## config.mk

```make
export PLATFORM = sky130hd
export DESIGN_NAME = fp_addsub_ctrl
export DESIGN_NICKNAME = d
export VERILOG_FILES = /design/src/rtl/fp_addsub_ctrl.sv
export SDC_FILE = /design/constraint.sdc
export NUM_CORES = 1
export LEC_CHECK = 0
export BUFFER_PORTS_ARGS = -buffer_cell sky130_fd_sc_hd__buf_2
export CAP_MARGIN = 25
export CORE_MARGIN = 5
export CORE_UTILIZATION = 30
export DETAILED_ROUTE_END_ITERATION = 8
export GPL_ROUTABILITY_DRIVEN = 0
export GPL_TIMING_DRIVEN = 0
export MAX_ROUTING_LAYER = met4
export PLACE_DENSITY_LB_ADDON = 0.15
export SYNTH_ARGS = -nofsm -noshare
export SYNTH_HDL_FRONTEND = slang
export SYNTH_SLANG_ARGS = --single-unit
```

## constraint.sdc

```tcl
create_clock -name clk -period 4.3 [get_ports clk]
set_input_delay 0.43 -clock clk [delete_from_list [all_inputs] [get_ports clk]]
set_output_delay 0.43 -clock clk [all_outputs]
set_load 0.02 [all_outputs]
```

## src/rtl/fp_addsub_ctrl.sv

```systemverilog
// Sequencing FSM for the 8-bit float add/sub datapath (1/4/3 format, hidden 1).
// Drives one-hot datapath enables from datapath status and flags normalize overruns.
module fp_addsub_ctrl #(
  parameter int NORM_MAX = 6
) (
  input  logic clk,
  input  logic clr_n,
  input  logic start,
  input  logic greater,
  input  logic sign_gt,
  input  logic sign_lt,
  input  logic mant4,
  input  logic mant5,
  output logic en_gt,
  output logic en_ld,
  output logic en_addsub,
  output logic en_norm,
  output logic en_out,
  output logic ld_AB,
  output logic add_sub,
  output logic norm_lr,
  output logic busy,
  output logic done,
  output logic norm_err
);

  // state    | meaning
  // IDLE     | waiting for start
  // CMP      | datapath compares |A| and |B|
  // LOAD     | load larger/smaller operand, align smaller
  // ADDSUB   | add or subtract aligned mantissas
  // NORM     | one normalize step per cycle until hidden bit set or limit hit
  // OUT      | write result register s
  // DONE     | s valid, one-cycle done pulse
  localparam logic [2:0] S_IDLE   = 3'd0;
  localparam logic [2:0] S_CMP    = 3'd1;
  localparam logic [2:0] S_LOAD   = 3'd2;
  localparam logic [2:0] S_ADDSUB = 3'd3;
  localparam logic [2:0] S_NORM   = 3'd4;
  localparam logic [2:0] S_OUT    = 3'd5;
  localparam logic [2:0] S_DONE   = 3'd6;

  localparam logic [2:0] NORM_LIMIT = 3'(NORM_MAX);

  logic [2:0] state_q, state_d;
  logic [2:0] norm_cnt_q, norm_cnt_d;
  logic       norm_err_q, norm_err_d;
  logic       normalized;

  assign normalized = mant4 & ~mant5;

  always_ff @(posedge clk or negedge clr_n) begin
    if (!clr_n) begin
      state_q    <= S_IDLE;
      norm_cnt_q <= 3'd0;
      norm_err_q <= 1'b0;
    end else begin
      state_q    <= state_d;
      norm_cnt_q <= norm_cnt_d;
      norm_err_q <= norm_err_d;
    end
  end

  always_comb begin
    state_d    = state_q;
    norm_cnt_d = norm_cnt_q;
    norm_err_d = norm_err_q;
    en_gt      = 1'b0;
    en_ld      = 1'b0;
    en_addsub  = 1'b0;
    en_norm    = 1'b0;
    en_out     = 1'b0;
    ld_AB      = 1'b0;
    add_sub    = 1'b0;
    norm_lr    = 1'b0;
    done       = 1'b0;
    case (state_q)
      S_IDLE: begin
        if (start) begin
          state_d    = S_CMP;
          norm_cnt_d = 3'd0;
          norm_err_d = 1'b0;
        end
      end
      S_CMP: begin
        en_gt   = 1'b1;
        state_d = S_LOAD;
      end
      S_LOAD: begin
        en_ld   = 1'b1;
        ld_AB   = greater;
        state_d = S_ADDSUB;
      end
      S_ADDSUB: begin
        en_addsub = 1'b1;
        add_sub   = ~(sign_gt ^ sign_lt);
        state_d   = S_NORM;
      end
      S_NORM: begin
        if (normalized) begin
          state_d = S_OUT;
        end else if (norm_cnt_q == NORM_LIMIT) begin
          // Step budget exhausted: give up and publish whatever is in s.
          norm_err_d = 1'b1;
          state_d    = S_OUT;
        end else begin
          en_norm    = 1'b1;
          norm_lr    = ~mant5;
          norm_cnt_d = norm_cnt_q + 3'd1;
        end
      end
      S_OUT: begin
        en_out  = 1'b1;
        state_d = S_DONE;
      end
      S_DONE: begin
        done    = 1'b1;
        state_d = S_IDLE;
      end
      default: state_d = S_IDLE;
    endcase
  end

  assign busy     = (state_q != S_IDLE);
  assign norm_err = norm_err_q;

endmodule

```

==> impl_metrics.toml <==
[pwr]
combPwrFrac_pct = 51.5
p_leak_nw = 0.329
power_uw = 348
clockPowerShare_pct = 16.8
powerDensity_nw_per_um2 = 614
vdd_ir_drop_max_mv = 0.222
p_sw_uw = 152
p_int_uw = 196
power_frac_seq_pct = 31.7
swShare_pct = 43.8

[final_layout]
layout.nets = 78
diodes = 0
n_fill_cell = 134
drive_above_1_share_pct = 38.8
flow.area_growth_from_synthesis_pct = 31.3

[synth]
syn_nets = 55
synthCells = 45
synth_compound_area_share_pct = 12.2
avgSynthCellArea_sq_um = 9.59
synthSimpleGateAreaFrac_pct = 25.5
synthAdderAreaFrac_pct = 5.80
seq_area_frac_synth_pct = 40.6
synthFlopType = "dfrtp_1"
synthArstFlopShare_pct = 100
ys_warn_count = 0
synth_top_area_cell = "dfrtp_1"
synth_top_family_by_area = "simple AND/OR/NAND/NOR gates"
synth_seq_cells = 7
synth_xor_area_share_pct = 2.03
synth_top_area_share_pct = 40.6
synth_edf_count = 0
synth_area_leaders = "dfrtp_1 (41%), mux2i_1 (7.0%), ha_1 (5.8%)"
synth_mux_area_share_pct = 6.96
synth.distinct_cells = 22
synth_area_sq_um = 432

[worst_setup_path]
required_ns = 3.87
ff2ff_path_depth = 3
slowest_stage = "dfrtp_1"
cp-start-kind = "flop"
rr_endpoint = "norm_cnt_q[2]"
cpPeakStageDelay_ns = 0.38
critical_path.cell_chain = "inv_1, ha_1, nand2_1, nand4_1, nor2_1, buf_2"
cp_data_arrival_time_ns = 1.52
reg2reg_from = "state_q[0]"
critPathKind = "flop to output pin"
critPathCaptureType = "output pin"
crit_fanout = 4
reg2reg_setup_slack_ns = 2.87

[routing]
drc = 0
via_per_inst = 4.67
vias = 383
drtIter0Drc = 7
ant_nets = 0
drt_pass1_iterations = 4
routed_wl_um = 919
wl_per_cell_um = 11.2

[sta]
tightest_slew_ns = 0.255
finalSetupTns_ns = 0
rsz0062_at_grt = "false"
fin_skew_ns = 0.00360
fin_crit_ns = 1.95
setup_viol_count_final = 0
fmaxAchievable_mhz = 512
post-route-period-util_pct = 45.5
slew_viol_final = 0
slew_headroom_pct = 82.9
hold_viol = 0

[worst_hold_path]
min_path_type = "input pin to asynchronous set/reset pin"

[die]
num_io_pins = 19
start_util_pct = 32.4
die_x_um = 47.9
row_count = 13
die_area_sq_um = 2300
dieHeight_um = 47.9
core_area_sq_um = 1330

[job]
max-cap-violations = 0

[global_route]
grt_usage_pct = 9.59
globalRouteMet3Util_pct = 7.89
grt_max_degree = 10
grt_pass1_wl_um = 1380
grt_pass1_vias = 337
gr-usage-met2_pct = 13.7
grt_antenna_before_repair = 0
grt-ovfl-total = 0
gr-usage-met1_pct = 10.4
grt.busiest_layer = "met2"

[cts]
cts-root-buf = "clkbuf_4"
htree_levels = 1
cts_buffers = 3
cts_hold_buf = 0
cts_setup_buffers = 0
cts_resized = 0
cts_sinks = 7
cts_tree = "built"
cts_buffer_depth = 2
clkLatencyLatePin_ns = 0.25
clkSlewWorstSetupHoldPaths_ns = 0.05

[run_status]
status = "finished clean"

[placement]
io_buffers = 18
hpwl_um = 743
## synth_stat cells, types with 2 or more instances
cell type and n:
o21ai_0 2, nand2_1 4, ha_1 2, inv_1 5, nor3_1 2, and3_2 2, nand2b_1 2, a32o_1 2
nor2_1 3, mux2i_1 3, dfrtp_1 7
## flip-flops by register name, summed over array words and instances (netlist names)
signal	count
norm_err	1
state_q	3
norm_cnt_q	3
## cell usage in the layout, fill, tap and decap left out, types with 2 or more instances in the layout
cell / instances
buf_2: 18
dfrtp_1: 7
inv_1: 5
nand2_1: 4
nor2_1: 3
mux2i_1: 3
clkbuf_4: 3
and3_2: 2
nor3_1: 2
nand2b_1: 2
o21ai_0: 2
a32o_1: 2
ha_1: 2
## per-layer routing
| layer | up-vias | routed length, um |
|---|---|---|
| li1 | 202 | - |
| met1 | 168 | 413 |
| met2 | 13 | 428 |
| met3 | 0 | 78 |
| met4 | 0 | 0 |
| met5 | - | 0 |
## worst max path at each step
stage                              from  endpoint  slack (ns)  cells past startpoint
final                     norm_cnt_q[0]   norm_lr        2.35                      6
after global routing      norm_cnt_q[0]   norm_lr        2.16                      6
after CTS                 norm_cnt_q[0]   norm_lr        2.31                      6
after detailed placement  norm_cnt_q[0]   norm_lr        2.60                      6
after global placement    norm_cnt_q[0]   norm_lr        2.60                      6
after floorplan              state_q[1]     ld_AB        2.45                      3
## layout make-up
type	instances	area, sq um	area share [%]
buffer	1	11.3	1.99
clock buffer	4	26.3	4.64
sequential	7	175	30.9
tap	15	18.8	3.31
inverter	5	18.8	3.31
multi-input combinational	32	226	40.0
timing repair buffer	18	90.1	15.9
## kinds of logic (layout without fill, tap and decap cells)
logic type               after synthesis  in the layout
multiplexers                           3              3
XOR/XNOR                               1              1
AO/OA/AOI/OAI                          7              7
flip-flops                             7              7
AND/OR/NAND/NOR                       19             19
buffers and inverters                  6             28
adder cells (fa/ha/maj)                2              2
## through the flow
stage / utilization [%] / worst slack, ns / hold slack (ns) / std cells / area [sq um]
floorplan: - / 2.45 / 0.134 / 45 / 432
global placement: 40.5 / 2.60 / 0.272 / 78 / 541
detailed placement: 40.5 / 2.60 / 0.273 / 78 / 541
CTS: 42.5 / 2.31 / 0.00316 / 82 / 567
global route: 42.5 / 2.16 / 0.000319 / 82 / 567
finish: 42.5 / 2.35 / 0.00481 / 82 / 567
## power groups by stage
stage               Sequential (mW)  Combinational, mW  Clock (mW)
finish                        0.110              0.179      0.0585
global route                  0.114              0.200      0.0681
CTS                           0.110              0.183      0.0625
detailed placement            0.111              0.182           0
global placement              0.111              0.182           0
floorplan                     0.106              0.135           0
## worst max-delay path, delay by kind of cell, from the launching register on
kind                       cells  cell delay [ns]
adders and majority gates      1             0.23
and+or+nand+nor                3             0.44
DFF                            1             0.38
buffers and inverters          2             0.23
Note: power is estimated with default switching activity, not from simulation.
